$ cat config.mk
export PLATFORM = sky130hd
export DESIGN_NAME = rs_t1_stream_decoder
export DESIGN_NICKNAME = d
export VERILOG_FILES = /design/src/rtl/rs_t1_stream_decoder.sv
export SDC_FILE = /design/constraint.sdc
export NUM_CORES = 1
export LEC_CHECK = 0
export CAP_MARGIN = 20
export CORE_ASPECT_RATIO = 0.9
export CORE_UTILIZATION = 56
export CTS_BUF_LIST = sky130_fd_sc_hd__clkbuf_4 sky130_fd_sc_hd__clkbuf_8
export CTS_CLUSTER_DIAMETER = 150
export DETAILED_ROUTE_END_ITERATION = 8
export DONT_BUFFER_PORTS = 1
export GPL_ROUTABILITY_DRIVEN = 0
export PLACE_DENSITY = 0.78
export SLEW_MARGIN = 10
export SYNTH_ARGS = -nofsm -noshare
export SYNTH_HDL_FRONTEND = slang
export SYNTH_SLANG_ARGS = --single-unit
$ cat constraint.sdc
create_clock -name clk -period 6.1 [get_ports clk]
set_input_delay 1.22 -clock clk [delete_from_list [all_inputs] [get_ports clk]]
set_output_delay 1.22 -clock clk [all_outputs]
set_load 0.02 [all_outputs]
$ cat src/rtl/rs_t1_stream_decoder.sv
`default_nettype none
// ============================================================================
// Module   : rs_t1_stream_decoder
// Function : Streaming single-symbol-error (t=1) Reed-Solomon decoder over
//            GF(2^SYMBOL_WIDTH): syndrome load, divider-free search, replay.
// Revision : 1.0 - initial release
// ============================================================================
module rs_t1_stream_decoder #(
    parameter int SYMBOL_WIDTH = 3,
    parameter int PRIM_POLY    = 11,
    parameter int N            = 7
) (
    input  logic                    clk,
    input  logic                    reset,
    input  logic                    in_valid,
    output logic                    in_ready,
    input  logic [SYMBOL_WIDTH-1:0] in_data,
    output logic                    out_valid,
    input  logic                    out_ready,
    output logic [SYMBOL_WIDTH-1:0] out_data,
    output logic                    out_last,
    output logic [1:0]              status
);

    localparam int                    CW     = (N > 1) ? $clog2(N) : 1;
    localparam logic [SYMBOL_WIDTH:0] c_POLY = (SYMBOL_WIDTH + 1)'(PRIM_POLY);
    localparam logic [CW-1:0]         c_LAST = CW'(N - 1);

    localparam logic [1:0] c_ST_LOAD   = 2'd0;
    localparam logic [1:0] c_ST_CHECK  = 2'd1;
    localparam logic [1:0] c_ST_SEARCH = 2'd2;
    localparam logic [1:0] c_ST_EMIT   = 2'd3;

    localparam logic [1:0] c_NO_ERR    = 2'd0;
    localparam logic [1:0] c_CORRECTED = 2'd1;
    localparam logic [1:0] c_UNCORR    = 2'd2;

    function automatic logic [SYMBOL_WIDTH-1:0] f_mul_alpha(input logic [SYMBOL_WIDTH-1:0] x);
        return {x[SYMBOL_WIDTH-2:0], 1'b0} ^
               (x[SYMBOL_WIDTH-1] ? c_POLY[SYMBOL_WIDTH-1:0] : '0);
    endfunction

    // The primitive polynomial has a constant term, so adding it clears bit 0
    // and makes the division by x exact.
    function automatic logic [SYMBOL_WIDTH-1:0] f_mul_alpha_inv(input logic [SYMBOL_WIDTH-1:0] x);
        logic [SYMBOL_WIDTH:0] v_tmp;
        v_tmp = {1'b0, x} ^ (x[0] ? c_POLY : '0);
        return v_tmp[SYMBOL_WIDTH:1];
    endfunction

    logic [1:0]              r_state, w_next_state;
    logic [CW-1:0]           r_cnt, r_k, r_err_pos;
    logic [SYMBOL_WIDTH-1:0] r_s1, r_s2, r_t, r_u, r_err_val;
    logic [1:0]              r_status;
    logic [SYMBOL_WIDTH-1:0] r_buf [0:N-1];

    logic [SYMBOL_WIDTH-1:0] w_s1_base, w_s2_base;
    logic [CW-1:0]           w_pos;
    logic                    w_match, w_k_last, w_cnt_last;

    assign w_s1_base  = (r_cnt == '0) ? '0 : r_s1;
    assign w_s2_base  = (r_cnt == '0) ? '0 : r_s2;
    assign w_pos      = c_LAST - r_cnt;
    assign w_match    = (r_t == r_s2);
    assign w_k_last   = (r_k == c_LAST);
    assign w_cnt_last = (r_cnt == c_LAST);

    always_ff @(posedge clk) begin
        if (reset) r_state <= c_ST_LOAD;
        else       r_state <= w_next_state;
    end

    always_comb begin
        w_next_state = r_state;
        case (r_state)
            c_ST_LOAD:   if (in_valid && w_cnt_last) w_next_state = c_ST_CHECK;
            c_ST_CHECK:  w_next_state = (r_s1 == '0 || r_s2 == '0) ? c_ST_EMIT : c_ST_SEARCH;
            c_ST_SEARCH: if (w_match || w_k_last) w_next_state = c_ST_EMIT;
            default:     if (out_ready && w_cnt_last) w_next_state = c_ST_LOAD;
        endcase
    end

    always_comb begin
        in_ready  = (r_state == c_ST_LOAD);
        out_valid = (r_state == c_ST_EMIT);
        out_last  = out_valid && w_cnt_last;
        out_data  = '0;
        if (out_valid) begin
            out_data = r_buf[r_cnt] ^
                       ((r_status == c_CORRECTED && w_pos == r_err_pos) ? r_err_val : '0);
        end
        status    = r_status;
    end

    always_ff @(posedge clk) begin
        if (r_state == c_ST_LOAD && in_valid) r_buf[r_cnt] <= in_data;
    end

    always_ff @(posedge clk) begin
        if (reset) begin
            r_cnt     <= '0;
            r_k       <= '0;
            r_err_pos <= '0;
            r_s1      <= '0;
            r_s2      <= '0;
            r_t       <= '0;
            r_u       <= '0;
            r_err_val <= '0;
            r_status  <= c_NO_ERR;
        end else begin
            case (r_state)
                c_ST_LOAD: if (in_valid) begin
                    r_s1  <= f_mul_alpha(w_s1_base) ^ in_data;
                    r_s2  <= f_mul_alpha(f_mul_alpha(w_s2_base)) ^ in_data;
                    r_cnt <= w_cnt_last ? '0 : r_cnt + CW'(1);
                end
                c_ST_CHECK: begin
                    if (r_s1 == '0 && r_s2 == '0) begin
                        r_status <= c_NO_ERR;
                    end else if (r_s1 == '0 || r_s2 == '0) begin
                        r_status <= c_UNCORR;
                    end else begin
                        r_t <= r_s1;
                        r_u <= r_s1;
                        r_k <= '0;
                    end
                end
                // T walks S1*alpha^k towards S2 while U tracks S1*alpha^-k,
                // which equals the error value exactly at the match.
                c_ST_SEARCH: begin
                    if (w_match) begin
                        r_err_pos <= r_k;
                        r_err_val <= r_u;
                        r_status  <= c_CORRECTED;
                    end else if (w_k_last) begin
                        r_status  <= c_UNCORR;
                    end else begin
                        r_t <= f_mul_alpha(r_t);
                        r_u <= f_mul_alpha_inv(r_u);
                        r_k <= r_k + CW'(1);
                    end
                end
                default: if (out_ready) r_cnt <= w_cnt_last ? '0 : r_cnt + CW'(1);
            endcase
        end
    end

endmodule
`default_nettype wire

==> metrics.yaml, run 1 <==
run_status:
  run_status: "complete, no violations"
synthesis:
  synth-seq-cells: 52
  post_syn_area_um2: 2660
  synth-seq-area-share_pct: 47.1
  synth_area_per_cell_um2: 10.1
  count_of_synthesis_stage_warnings_from_yosys: 0
  mappedNetlistNets: 281
  synthDistinctLibCells: 45
  async_reset_ff_share_pct: 0
  netlist_instances: 263
  synth_edf_count: 21
  post_synth_top_flop: "sky130_fd_sc_hd__dfxtp_1"
flow_run:
  maxCapViolations: 0
cts:
  clkTransAtPathRegs_ns: 0.10
  cts.hold.buffers_added: 0
  clock_tree.htree_level_count: 2
  max_buffers_root_to_sink: 2
  cts_tree: "built"
  clock-sinks: 52
  post_cts_resize_count: 0
  clk_latency_ns: 0.31
  clk_root_buffer_cell: "sky130_fd_sc_hd__clkbuf_8"
  tritoncts.num_buffers: 5
  postCtsSetupRepairBufs: 0
critical_path:
  path_class: "flop to output pin"
  worst_path_max_delay_cell: "sky130_fd_sc_hd__dfxtp_1"
  timing.critical_path.cells: "inv_1, ha_1, xnor2_1, nor4_2, nand2_1, xor2_1, and2_1"
  r2r_cells: 7
  critPathTopFamily: "simple AND/OR/NAND/NOR gates"
  critical_path.endpoint_type: "output pin"
  max_stage_delay_ns: 0.49
  timing.critical_path.required_ns: 4.88
  critical_path.n_buffers_inverters: 1
  timing.critical_path.depth: 7
  path_max_fanout: 8
  worst_ep_arrival_time_ns: 2.23
  start_kind: "flop"
sta:
  setup-violations-final: 0
  tightestPinTransition_ns: 0.819
  min_period_over_period_pct: 56.6
  period_needed_ns: 3.45
  worst_case_clock_skew_ns: 0.0102
  max_freq_mhz: 290
  rsz0062_at_grt: "false"
  totalNegativeSetupSlack_ns: 0
  finalHoldViolations: 0
  final-max-slew-violation-count: 0
  worst_slew_margin_rel_pct: 44.9
floorplanning:
  die_y_um: 67.3
  io_pins: 15
  die_area_um2: 5020
  die_w_um: 74.6
  core-area_um2: 4490
  fp-row-count: 23
  start_util_pct: 59.2
cells_and_area:
  fraction_of_final_layout_cells_with_drive_strength_greater_than_1_pct: 8.85
  instances_no_fill: 322
  final_common_cell: "sky130_fd_sc_hd__nand2_1"
  num_antenna_cells: 0
  synthToLayoutAreaGrowth_pct: 6.08
  final_net_count: 277
  layout_common_cells: "sky130_fd_sc_hd__nand2_1 (33), sky130_fd_sc_hd__dfxtp_1 (31), sky130_fd_sc_hd__nor2_1 (25)"
  fillers: 372
  final_core_utilization_pct: 62.8
place:
  place.detailed.instances: 314
  dpl.hpwl_mm: 3.77
  buffer_ports.inserted: 0
route:
  per_cell_routed_wire_length_um: 16.2
  ant_nets: 0
  remaining_drc_errors: 0
  drt_wl_total_mm: 5.23
  detailedRoute.firstIterationViolations: 169
  drt_pass1_iterations: 4
  via_per_inst: 5.66
  num_vias: 1824
worst_hold_path:
  min_delay_path_depth: 2
  path_type_of_the_worst_min_delay_path: "flop to flop"
grt:
  gr-total-overflow: 0
  first_global_vias: 1772
  antenna_found_initial: 0
  grt_start_max_net_pins: 32
  total_routing_resource_utilization_after_global_routing_pct: 23.5
  wire_length_of_the_first_global_routing_pass_mm: 8.54
pwr:
  power.static_leakage_nw: 0.935
  final_total_power_uw: 724
  pwr_dens_nw_per_um2: 257
  peakVddDrop_v: 0.000160
-- layer usage --
metal	routed length, um	vias to the layer above	share of wire (%)	GRT usage [%]
met3	284	8	5.4	5.52
met1	2510	837	48	32.1
met4	92	0	1.8	8.02
met5	0	-	0	0
met2	2340	52	45	36.6
li1	-	927	-	-
-- sequential cells by signal, indices dropped and copies added (netlist names), named ones only --
register and count:
r_buf 21, r_cnt 3, r_err_pos 3, r_err_val 3
r_k 3, r_s1 3, r_s2 3, r_t 3
r_u 3, r_state 2, status 2
-- Yosys cell counts (3+ instances only) --
master | instances | area (um2)
sky130_fd_sc_hd__edfxtp_1 | 21 | 631
sky130_fd_sc_hd__nor4_1 | 3 | 18.8
sky130_fd_sc_hd__mux2i_1 | 11 | 110
sky130_fd_sc_hd__xor2_1 | 7 | 61.3
sky130_fd_sc_hd__a21oi_1 | 19 | 95.1
sky130_fd_sc_hd__nand2_1 | 33 | 124
sky130_fd_sc_hd__xnor2_1 | 3 | 26.3
sky130_fd_sc_hd__and2_1 | 5 | 31.3
sky130_fd_sc_hd__xor2_2 | 3 | 48.8
sky130_fd_sc_hd__nand2b_1 | 4 | 25.0
sky130_fd_sc_hd__clkbuf_1 | 5 | 18.8
sky130_fd_sc_hd__buf_2 | 3 | 15.0
sky130_fd_sc_hd__mux4_2 | 3 | 67.6
sky130_fd_sc_hd__nor3_1 | 8 | 40.0
sky130_fd_sc_hd__inv_1 | 9 | 33.8
sky130_fd_sc_hd__ha_1 | 11 | 138
sky130_fd_sc_hd__dfxtp_1 | 31 | 621
sky130_fd_sc_hd__nor2_1 | 25 | 93.8
sky130_fd_sc_hd__nand3_1 | 11 | 55.1
sky130_fd_sc_hd__o21ai_0 | 8 | 40.0
sky130_fd_sc_hd__a211oi_1 | 6 | 45.0
-- stage by stage --
stage | hold WS, ns | cell area [um2] | worst slack (ns)
floorplan | 0.437 | 2660 | 3.15
global placement | 0.444 | 2680 | 3.05
detailed placement | 0.452 | 2680 | 2.99
CTS | 0.465 | 2820 | 2.63
global route | 0.488 | 2820 | 2.44
finish | 0.466 | 2820 | 2.65
-- path summary, 6_finish.rpt --
check                                   from            to  slack [ns]
worst min-delay path            r_err_val[1]  r_err_val[1]        0.47
worst max register to register    r_state[0]        r_t[0]        3.72
worst min register to register  r_err_val[1]  r_err_val[1]        0.47
worst max-delay path                r_cnt[0]   out_data[0]        2.65
-- report_power, final --
| group | total [mW] | internal (mW) | leakage (nW) | switching, mW |
|---|---|---|---|---|
| Clock | 0.281 | 0.168 | 0.0688 | 0.113 |
| Sequential | 0.383 | 0.371 | 0.443 | 0.0127 |
| Combinational | 0.0597 | 0.0252 | 0.423 | 0.0345 |
| Total | 0.724 | 0.564 | 0.935 | 0.160 |
-- tightest hold or removal path, delay by kind of cell (launching register included) --
family	cells	cell delay [ns]
and+or+nand+nor	1	0.05
DFF	1	0.33
AOI/OAI and AO/OA	1	0.05
-- cell type report --
class,instances,area [um2],share of cell area (%)
clock inverter,2,60.1,2.13
sequential,52,1250,44.4
clock buffer,6,76.3,2.71
inverter,9,33.8,1.20
multi-input combinational,191,1320,46.8
tap,62,77.6,2.75
-- logic make-up after synthesis --
group,count (synthesis),synth area share [%]
and+or+nand+nor,102,19.0
DFF,52,47.1
AOI/OAI and AO/OA,50,12.8
buffers and inverters,20,3.25
xor gates and xnor gates,14,5.98
muxes,14,6.69
adders and majority gates,11,5.18
(Power assumes the default switching activity.)
==> inputs of run 2 (changes only) <==
- PLACE_DENSITY: 0.78 -> 0.81
- clock period: 6.1 -> 2.8 ns (I/O delays scaled with it)
==> metrics.yaml, run 2 (synthesis results as in run 1) <==
worst_hold_path:
  path_type_of_the_worst_min_delay_path: "input port to flop"
  hold_start: "reset"
  timing.hold.worst_endpoint: "r_u[1]"
  min_delay_path_depth: 1  # -1
cells_and_area:
  final_net_count: 280  # +1.1%
  num_antenna_cells: 0  # unchanged
  final_core_utilization_pct: 62.5  # -0.22 points
  register_bank_with_the_most_flops: "r_buf"
  final_common_cell: "sky130_fd_sc_hd__nand2_1"
  fraction_of_final_layout_cells_with_drive_strength_greater_than_1_pct: 11.0  # +2.2 points
  fillers: 367  # -1.3%
  layout_common_cells: "sky130_fd_sc_hd__nand2_1 (33), sky130_fd_sc_hd__dfxtp_1 (28), sky130_fd_sc_hd__nor2_1 (25)"
  synthToLayoutAreaGrowth_pct: 5.70
  largest_register_ff_count: 21  # unchanged
  instances_no_fill: 325  # +0.93%
floorplanning:
  io_pins: 15  # unchanged
  start_util_pct: 59.2  # unchanged
  fp-row-count: 23  # unchanged
  die_area_um2: 5020  # unchanged
  die_y_um: 67.3  # unchanged
  core-area_um2: 4490  # unchanged
  die_w_um: 74.6  # unchanged
critical_path:
  path_class: "flop to output pin"
  path_max_fanout: 8  # unchanged
  timing.critical_path.cells: "inv_1, ha_1, xnor2_1, nor4_4, nand2_1, xor2_1, and2_1"
  timing.rr.end: "r_buf[4][0]"
  critical_path.endpoint_type: "output pin"
  r2r_cells: 5  # -2
  r2r_setup_slack_ns: 0.57  # -3.15 ns
  worstReg2RegStart: "r_state[0]"
  start_kind: "flop"
  worst_path_max_delay_cell: "sky130_fd_sc_hd__dfxtp_2"
  timing.critical_path.required_ns: 2.24  # -2.64 ns
  max_stage_delay_ns: 0.41  # -0.08 ns
  worst_ep_arrival_time_ns: 2.11  # -0.12 ns
sta:
  finalWorstSetupSlack_ns: 0.126  # -2.52 ns
  period_needed_ns: 2.67
  rsz0062_at_grt: "false"
  worst_case_clock_skew_ns: 0.00421  # -0.00595 ns
  finalHoldViolations: 0  # unchanged
  tightestPinTransition_ns: 0.536  # -0.283 ns
  totalNegativeSetupSlack_ns: 0  # unchanged
  final-max-slew-violation-count: 0  # unchanged
  worst_slew_margin_rel_pct: 64.0  # +19 points
  setup-violations-final: 0  # unchanged
  max_freq_mhz: 374
  min_period_over_period_pct: 95.5
route:
  drt_wl_total_mm: 5.31  # +1.5%
  num_vias: 1923  # +5.4%
  drt_pass1_iterations: 5  # +1
  remaining_drc_errors: 0  # unchanged
  ant_nets: 0  # unchanged
  per_cell_routed_wire_length_um: 16.3  # +0.55%
  via_per_inst: 5.92  # +4.5%
  detailedRoute.firstIterationViolations: 170  # +0.59%
pwr:
  power.static_leakage_nw: 0.931  # -0.50%
  peakVddDrop_v: 0.000321  # +100%
  final_total_power_mw: 1.42  # +95%
  pwr_dens_nw_per_um2: 504  # +96%
grt:
  antenna_found_initial: 0  # unchanged
  grt_start_max_net_pins: 32  # unchanged
  total_routing_resource_utilization_after_global_routing_pct: 23.3  # -0.15 points
  gr-total-overflow: 0  # unchanged
  wire_length_of_the_first_global_routing_pass_mm: 8.49  # -0.57%
  first_global_vias: 1742  # -1.7%
cts:
  clkTransAtPathRegs_ns: 0.10  # about the same
  max_buffers_root_to_sink: 2  # unchanged
  post_cts_resize_count: 1  # +1
  postCtsSetupRepairBufs: 0  # unchanged
  tritoncts.num_buffers: 5  # unchanged
  clock_tree.htree_level_count: 2  # unchanged
  clk_root_buffer_cell: "sky130_fd_sc_hd__clkbuf_8"
  cts.hold.buffers_added: 0  # unchanged
  cts_tree: "built"
  clk_latency_ns: 0.31  # about the same
  clock-sinks: 52  # unchanged
place:
  place.detailed.instances: 317  # +0.96%
  dpl.hpwl_mm: 3.82  # +1.3%
  worst_slack_placed_ns: 0.321  # -2.67 ns
  buffer_ports.inserted: 0  # unchanged
flow_run:
  maxCapViolations: 0  # unchanged
run_status:
  run_status: "complete, no violations"
run 2: worst max-delay path by stage:
stage	startpoint	to	slack, ns	depth (start not counted)
2_1_floorplan	r_cnt[0]	out_data[0]	0.51	7
3_3_place_gp	r_cnt[0]	out_data[1]	0.41	7
3_5_place_dp	r_cnt[0]	out_data[1]	0.32	7
4_1_cts	r_cnt[1]	out_data[1]	0.02	7
5_1_grt	flop	out_data[1]	0.003	4
6_report	r_cnt[0]	out_data[1]	0.13	7
run 2: critical path, delay by kind of cell, from the launching register on:
family	cells	cell delay, ns
and+or+nand+nor	3	0.63
DFF	1	0.41
adders and majority gates	1	0.33
xor gates and xnor gates	2	0.32
buffers and inverters	1	0.12
run 2: routing by layer:
| metal | track usage (%) | vias up | wire [um] |
|---|---|---|---|
| met5 | 0 | - | 0 |
| met4 | 9.67 | 0 | 78 |
| met3 | 6.42 | 10 | 323 |
| met2 | 36.8 | 70 | 2430 |
| met1 | 30.3 | 909 | 2480 |
| li1 | - | 934 | - |
run 2: power breakdown:
group          internal [mW]  switching [mW]
Combinational         0.0570          0.0787
Clock                  0.179           0.266
Sequential             0.808          0.0269
Total                   1.04           0.372
run 2: area by class of cell:
class	count	area, um2	area share [%]
multi-input cells	191	1330	47.3
flip-flops and latches	52	1250	44.7
well taps	62	77.6	2.76
clock buffers	5	68.8	2.45
inverters	9	33.8	1.20
clock inverters	3	22.5	0.802
repair buffers	3	22.5	0.802
run 2: per-stage QoR:
step / instance area (um2) / hold slack [ns]
floorplan: 2660 / 0.437
detailed placement: 2700 / 0.448
global route: 2810 / 0.284
global placement: 2700 / 0.444
CTS: 2800 / 0.288
finish: 2810 / 0.296
==> inputs of run 3 (changes only) <==
- CAP_MARGIN: 20 -> default
==> results of run 3 <==
The final DEF is identical to that of run 2; final timing and power are the same.
